--- src/rtl/dds_pkg.sv ---
// rtl/dds_pkg.sv - default widths, phase fold helper and quarter-wave table for the I/Q NCO
package dds_pkg;

    localparam int ACC_W_DEF  = 32;
    localparam int ADDR_W_DEF = 8;
    localparam int OUT_W_DEF  = 8;
    localparam int FM_W_DEF   = 16;
    localparam logic [ACC_W_DEF-1:0] FRQ_WORD_DEF = 32'd154404074;

    localparam int IDX_W = ADDR_W_DEF - 2;
    localparam int MAG_W = OUT_W_DEF - 1;
    localparam logic [ACC_W_DEF-1:0] QUARTER = {2'b01, {(ACC_W_DEF-2){1'b0}}};

    typedef struct packed {
        logic             neg;
        logic [IDX_W-1:0] idx;
    } fold_t;

    // Quadrant fold: mirror the index in odd quadrants, negate in the lower half-plane.
    function automatic fold_t fold(input logic [ACC_W_DEF-1:0] phase);
        fold_t            f;
        logic [IDX_W-1:0] i;
        i     = phase[ACC_W_DEF-3 -: IDX_W];
        f.neg = phase[ACC_W_DEF-1];
        f.idx = phase[ACC_W_DEF-2] ? ~i : i;
        return f;
    endfunction

    // round(127 * sin(2*pi*(k+0.5)/256)), k = 0..63; the half-LSB offset makes folding exact.
    localparam logic [MAG_W-1:0] QROM [0:(1<<IDX_W)-1] = '{
        7'd2,   7'd5,   7'd8,   7'd11,  7'd14,  7'd17,  7'd20,  7'd23,
        7'd26,  7'd29,  7'd32,  7'd35,  7'd38,  7'd41,  7'd44,  7'd47,
        7'd50,  7'd53,  7'd56,  7'd58,  7'd61,  7'd64,  7'd67,  7'd69,
        7'd72,  7'd74,  7'd77,  7'd79,  7'd82,  7'd84,  7'd86,  7'd89,
        7'd91,  7'd93,  7'd95,  7'd97,  7'd99,  7'd101, 7'd103, 7'd105,
        7'd106, 7'd108, 7'd110, 7'd111, 7'd113, 7'd114, 7'd115, 7'd117,
        7'd118, 7'd119, 7'd120, 7'd121, 7'd122, 7'd123, 7'd124, 7'd124,
        7'd125, 7'd125, 7'd126, 7'd126, 7'd127, 7'd127, 7'd127, 7'd127
    };

endpackage

--- src/rtl/sin_qrom.sv ---
// rtl/sin_qrom.sv - dual-read-port synchronous quarter-wave sine magnitude ROM
module sin_qrom
    import dds_pkg::*;
(
    input  logic             clk,
    input  logic [IDX_W-1:0] addr_a,
    input  logic [IDX_W-1:0] addr_b,
    output logic [MAG_W-1:0] q_a,
    output logic [MAG_W-1:0] q_b
);

    always_ff @(posedge clk) begin
        q_a <= QROM[addr_a];
        q_b <= QROM[addr_b];
    end

endmodule

--- src/rtl/dds_nco.sv ---
// rtl/dds_nco.sv - I/Q numerically-controlled oscillator with FM deviation and 3-stage lookup pipeline
module dds_nco_iq
    import dds_pkg::*;
#(
    parameter int               ACC_W   = dds_pkg::ACC_W_DEF,
    parameter int               ADDR_W  = dds_pkg::ADDR_W_DEF,
    parameter int               OUT_W   = dds_pkg::OUT_W_DEF,
    parameter int               FM_W    = dds_pkg::FM_W_DEF,
    parameter logic [ACC_W-1:0] FRQ_DEF = dds_pkg::FRQ_WORD_DEF
) (
    input  logic                    clk,
    input  logic                    rst_n,
    input  logic                    en,
    input  logic                    sync_clr,
    input  logic                    cfg_we,
    input  logic [ACC_W-1:0]        cfg_frq,
    input  logic [ACC_W-1:0]        cfg_phs,
    input  logic signed [FM_W-1:0]  fm_dev,
    output logic signed [OUT_W-1:0] o_sin,
    output logic signed [OUT_W-1:0] o_cos,
    output logic                    o_vld
);

    logic [ACC_W-1:0] acc;
    logic [ACC_W-1:0] frq_reg;
    logic [ACC_W-1:0] phs_reg;
    logic [ACC_W-1:0] fm_ext;
    logic [ACC_W-1:0] ps;
    logic [ACC_W-1:0] pc;

    fold_t            fs, fc;
    fold_t            fs1, fc1;
    logic             vld1, vld2;
    logic             neg_s2, neg_c2;
    logic [MAG_W-1:0] mag_s, mag_c;
    logic [OUT_W-1:0] sin_w, cos_w;

    assign fm_ext = {{(ACC_W-FM_W){fm_dev[FM_W-1]}}, fm_dev};
    assign ps     = acc + phs_reg;
    assign pc     = ps + QUARTER;
    assign fs     = fold(ps);
    assign fc     = fold(pc);

    // Reconfiguration never touches acc, so frequency changes stay phase-continuous.
    always_ff @(posedge clk or negedge rst_n) begin
        if (!rst_n) begin
            acc     <= '0;
            frq_reg <= FRQ_DEF;
            phs_reg <= '0;
        end else begin
            if (sync_clr) begin
                acc <= '0;
            end else if (en) begin
                acc <= acc + frq_reg + fm_ext;
            end
            if (cfg_we) begin
                frq_reg <= cfg_frq;
                phs_reg <= cfg_phs;
            end
        end
    end

    always_ff @(posedge clk or negedge rst_n) begin
        if (!rst_n) begin
            fs1  <= '0;
            fc1  <= '0;
            vld1 <= 1'b0;
        end else begin
            fs1  <= fs;
            fc1  <= fc;
            vld1 <= en;
        end
    end

    sin_qrom u_qrom (
        .clk    (clk),
        .addr_a (fs1.idx),
        .addr_b (fc1.idx),
        .q_a    (mag_s),
        .q_b    (mag_c)
    );

    always_ff @(posedge clk or negedge rst_n) begin
        if (!rst_n) begin
            neg_s2 <= 1'b0;
            neg_c2 <= 1'b0;
            vld2   <= 1'b0;
        end else begin
            neg_s2 <= fs1.neg;
            neg_c2 <= fc1.neg;
            vld2   <= vld1;
        end
    end

    assign sin_w = neg_s2 ? (-{1'b0, mag_s}) : {1'b0, mag_s};
    assign cos_w = neg_c2 ? (-{1'b0, mag_c}) : {1'b0, mag_c};

    // Outputs only move on a valid sample and hold otherwise.
    always_ff @(posedge clk or negedge rst_n) begin
        if (!rst_n) begin
            o_sin <= '0;
            o_cos <= '0;
            o_vld <= 1'b0;
        end else begin
            o_vld <= vld2;
            if (vld2) begin
                o_sin <= sin_w;
                o_cos <= cos_w;
            end
        end
    end

endmodule
--- config.mk ---
export PLATFORM = sky130hd
export DESIGN_NAME = dds_nco_iq
export DESIGN_NICKNAME = d
export VERILOG_FILES = /design/src/rtl/dds_pkg.sv /design/src/rtl/sin_qrom.sv /design/src/rtl/dds_nco.sv
export SDC_FILE = /design/constraint.sdc
export NUM_CORES = 1
export LEC_CHECK = 0
export ABC_CLOCK_PERIOD_IN_PS = 8900
export CORE_UTILIZATION = 50
export DETAILED_ROUTE_END_ITERATION = 10
export HOLD_SLACK_MARGIN = 0.1
export PLACE_DENSITY = 0.74
export SLEW_MARGIN = 0
export SYNTH_ARGS = -nofsm -noshare
export SYNTH_HDL_FRONTEND = slang
export SYNTH_SLANG_ARGS = --single-unit
--- constraint.sdc ---
create_clock -name clk -period 8.9 [get_ports clk]
set_input_delay 2.67 -clock clk [delete_from_list [all_inputs] [get_ports clk]]
set_output_delay 2.67 -clock clk [all_outputs]
set_load 0.03 [all_outputs]
[Word-level counts from Yosys, hierarchy flattened]
Memories as Yosys holds them, arrays and structs flattened. A register that Yosys moved wholly into a read port is not among the register bits.
Cells that the tools add are included.
Cells by class
  bitwise operators: 4
  mux-type cells: 6
  add/sub/neg operators: 6
  reduce and logical (&&, ||, !) cells: 1
Operator list (count)
  $add A32 B32 Y32: 3
  $mux W32: 2
  $add A32 B31 Y32 const B: 1
  $mux W8: 2
  $neg A7 Y8: 2
  $not A6 Y7: 2
  $mux W6: 2
  $not A6 Y6: 2
  $reduce_bool A2 Y1: 1
Storage, ports and cells
  input bits: 85
  memories: 2
  bits in registers: 131
  output and inout bits: 17
  memory bits (read-only): 896
  logic and storage cells: 33
Memories
  (no name shown): words 64, width 7, rd ports 1, clocked after memory_dff 1, write ports 0, RTL line sin_qrom.sv:14  | q_b <= QROM[addr_b];
  (no name shown): words 64, width 7, rd ports 1, clocked after memory_dff 1, write ports 0, RTL line sin_qrom.sv:13  | q_a <= QROM[addr_a];

[Longest topological paths before layout]
  depth after elaboration: 4
  mapped depth: 11
  mapped depth without buffers: 11

[By module]
Synthesis repeated with hierarchy kept, for this count alone.
Unflattened totals
  cell total of the unflattened synthesis: 920
  area, all modules: 9730.6 um^2
By module, submodules not included
  dds_nco_iq: sequential area each 3291.9 um^2, cells an instance 749, area an instance 8304.2 um^2, instances 1
  sin_qrom: sequential area each 280.3 um^2, cells an instance 171, area an instance 1426.4 um^2, instances 1

[Worst setup path before layout]
Ideal clock, no wire load.
  kind: input to register
  start point: input port fm_dev[1]
  end point: register acc[25]
  stages: 11
  library setup time: 122 ps
  data arrival time: 5510 ps
  buffers on the path: 0
  path slack: 3269 ps
  required time: 8778 ps
  cell sequence: fa_1 -> ha_1 -> fa_1 -> a211oi_1 -> o211ai_1 -> a211oi_1 -> nor2_1 -> or2_2 -> a31o_2 -> or2_2 -> a32o_1
On the way
  longest elaborated chain between the ends: 3
RTL lines
  start, declared: RTL line dds_nco.sv:18  | input logic signed [FM_W-1:0] fm_dev,
  $add A32 B32 Y32: RTL line dds_nco.sv:54  | acc <= acc + frq_reg + fm_ext;
  $mux W32: RTL line dds_nco.sv:53  | end else if (en) begin
  $mux W32: RTL line dds_nco.sv:51  | if (sync_clr) begin
  end signal, assigned: RTL line dds_nco.sv:54
  end, declared: RTL line dds_nco.sv:24  | logic [ACC_W-1:0] acc;
Every way passes these cells. The select of a mux whose other input is x is not followed.
A chain may end at the register's enable or synchronous reset.

[Final worst setup path]
Same ends and word-level chain as after synthesis.

==> metrics.md <==
| Metric | Value |
|---|---|
| Critical Path Fanout Max | `3` |
| Unique cell type count in the Yosys netlist | `70` |
| Crit start category | `input port` |
| Final worst setup slack | `2.79 ns` |
| Final Power | `3.86 mW` |
| Synth-to-layout area growth | `18.2%` |
| Vias | `7396` |
| Final number of setup-violating endpoints | `0` |
| Top-area cell type share of the netlist area | `0.311` |
| Fin Setup TNS | `0 ns` |
| Flops & latches, synth | `145` |
| Number of flops mapped to enable cells by yosys | `0` |
| Remaining DRCs | `0` |
| Initial drt markers | `512` |
| Syn Inst Count | `962` |
| Port bufs | `101` |
| Fmax | `164 MHz` |
| Clock Skew | `0.0112 ns` |
| Synth warn | `0` |
| CP startpoint | `fm_dev[1]` |
| Chip height | `141 um` |
| Ys async rst share | `0.903` |
| PostCTS Resize Cnt | `0` |
| Synth top area cells | `dfrtp_1, ha_1, mux2_2, fa_1, a21oi_1` |
| Leakage power | `5.01 nW` |
| Mapped Area | `0.00966 mm2` |
| Relative slew slack | `0.419` |
| Row Count | `50` |
| Final worst-path cycle share | `0.686` |
| Post-route design area | `0.0114 mm2` |
| Placeable Area | `0.0188 mm2` |
| Hold crit path type | `reg2reg` |
| DP HPWL | `14900 um` |
| Die area | `0.0199 mm2` |
| Power per cell area | `337 mW/mm2` |
| Global-route wire length before repair | `34400 um` |
| Fin crit period | `6.11 ns` |
| Vias per Instance | `5.62` |
| Routability Congestion | `0.898` |
| DP Worst Slack | `2.45 ns` |
| Clock sinks | `145` |
| DRT antenna net count | `0` |
| Clock Path Buffers | `2` |
| Starting Density | `0.513` |
| Clock transition at the registers of the reported paths | `0.06 ns` |
| Post-layout nets | `1236` |
| Syn nets | `1154` |
| # IOs | `102` |
| Share of cells above drive strength 1 | `0.124` |
| Fillers | `1552` |
| Hold path startpoint | `vld1` |
| Chip Width | `141 um` |
| Hold-fix buffers, CTS | `0` |
| Clock Tree Root | `clkbuf_16` |
| Post-Route WL | `20200 um` |
| Most used flip-flop cell after synthesis | `dfrtp_1` |
| CP Class | `in2reg` |
| Peak supply drop | `0.209 mV` |
| DR pass1 iterations | `7` |
| TritonCTS Buffers | `17` |
| Final Hold Viols | `0` |
| Syn Area/Cell | `10.0 um2` |
| Clk Latency, worst-skew pair | `0.43 ns` |
| Max Slew Vio Count | `0` |
| CTS tree | `yes` |
| Placed instance area | `0.0109 mm2` |
| WP data required | `9.21 ns` |
| Antenna Diode Count | `0` |
| Unrepaired setup endpoints after global routing | `false` |
| Max-Cap Viols | `0` |
| DR WL/cell | `15.3 um` |
| Sequential area share after synthesis | `0.370` |
| Worst endpoint data arrival time | `6.42 ns` |
| Measured slew at the worst slew-check pin | `0.871 ns` |
| Endpoint class of the critical path | `register` |
| Initial antenna violation count | `0` |
| Final hold slack | `0.355 ns` |
| Postcts setup bufs | `0` |
| Grt total ovfl | `0` |
| Status | `finished, final reports clean` |
| Vias in the first global route | `7073` |
| H-tree lvl count | `4` |
| Largest net degree at the start of global routing | `70` |
| R2r startpoint | `frq_reg[1]` |
| Tot GR Track Use | `0.219` |
| Cell taking the most area after synthesis | `dfrtp_1` |
[layout by cell type, fill, tap and decap left out, types with 12 or more instances in the layout]
cell and n:
inv_1 28, dfxtp_1 14, a211oi_1 19, mux2i_1 20
nor3_1 12, dfrtp_1 120, clkdlybuf4s50_1 98, xor2_1 28
mux2_2 67, a21o_1 24, nand3_1 19, clkbuf_16 17
nand2_1 68, nor2_1 72, xnor2_1 23, ha_1 75
o21ai_0 66, fa_1 32, o211ai_1 12, a21oi_1 81
[cell type report]
class,instances,area [um2],share of cell area
clock buffer,17,425,0.0372
clock inverter,15,138,0.0120
inverter,29,109,0.00953
multi-input combinational,745,5820,0.509
sequential,145,3570,0.313
tap,260,325,0.0285
timing repair buffer,106,1040,0.0910
[through the flow]
| stage | std cells | util |
|---|---|---|
| floorplan | 962 | - |
| global placement | 1285 | 0.577 |
| detailed placement | 1285 | 0.577 |
| CTS | 1317 | 0.607 |
| global route | 1317 | 0.607 |
| finish | 1317 | 0.607 |
[worst paths after layout]
kind	slack, ns	end	depth (start not counted)
min reg2reg	0.35	vld2	0
max in group asynchronous	5.41	frq_reg[23]	2
max reg2reg	5.02	acc[25]	11
min	0.35	vld2	0
min in group asynchronous	2.21	acc[1]	1
max	2.79	acc[25]	12
[report_power, final]
| part | leakage, nW | internal, mW | switching, mW |
|---|---|---|---|
| Clock | 0.276 | 0.370 | 0.312 |
| Sequential | 1.68 | 0.861 | 0.261 |
| Combinational | 3.05 | 0.937 | 1.11 |
[worst max-delay path, cell delays in order]
cell and delay (ns):
clkdlybuf4s50_1 0.44, fa_1 0.50, ha_1 0.25, fa_1 0.43
a211oi_1 0.37, o211ai_1 0.26, a211oi_1 0.28, nor2_1 0.11
or2_2 0.34, a31o_2 0.25, or2_2 0.27, a32o_1 0.25
[synthesized netlist by cell type, types with 19 or more instances]
cell type and instances:
inv_1 28, mux2_2 67, nand3_1 19, nor2_1 72, mux2i_1 20, clkbuf_1 36
xor2_1 28, fa_1 32, dfrtp_1 120, a21oi_1 81, a211oi_1 19, a21o_1 24
xnor2_1 23, ha_1 75, nand2_1 68, o21ai_0 66
[per-layer routing]
| layer | global-route usage | routed length, um |
|---|---|---|
| met1 | 0.282 | 9410 |
| met4 | 0.0692 | 373 |
| met3 | 0.0452 | 798 |
| met5 | 0 | 0 |
| met2 | 0.368 | 9580 |
[cell families after synthesis]
logic type,share of synthesized area
simple gates,0.110
xor+xnor,0.0462
compound gates,0.181
mux,0.101
buf+inv,0.0286
fa+ha+maj,0.163
flops,0.370
Note: power is estimated with default switching activity, not from simulation.
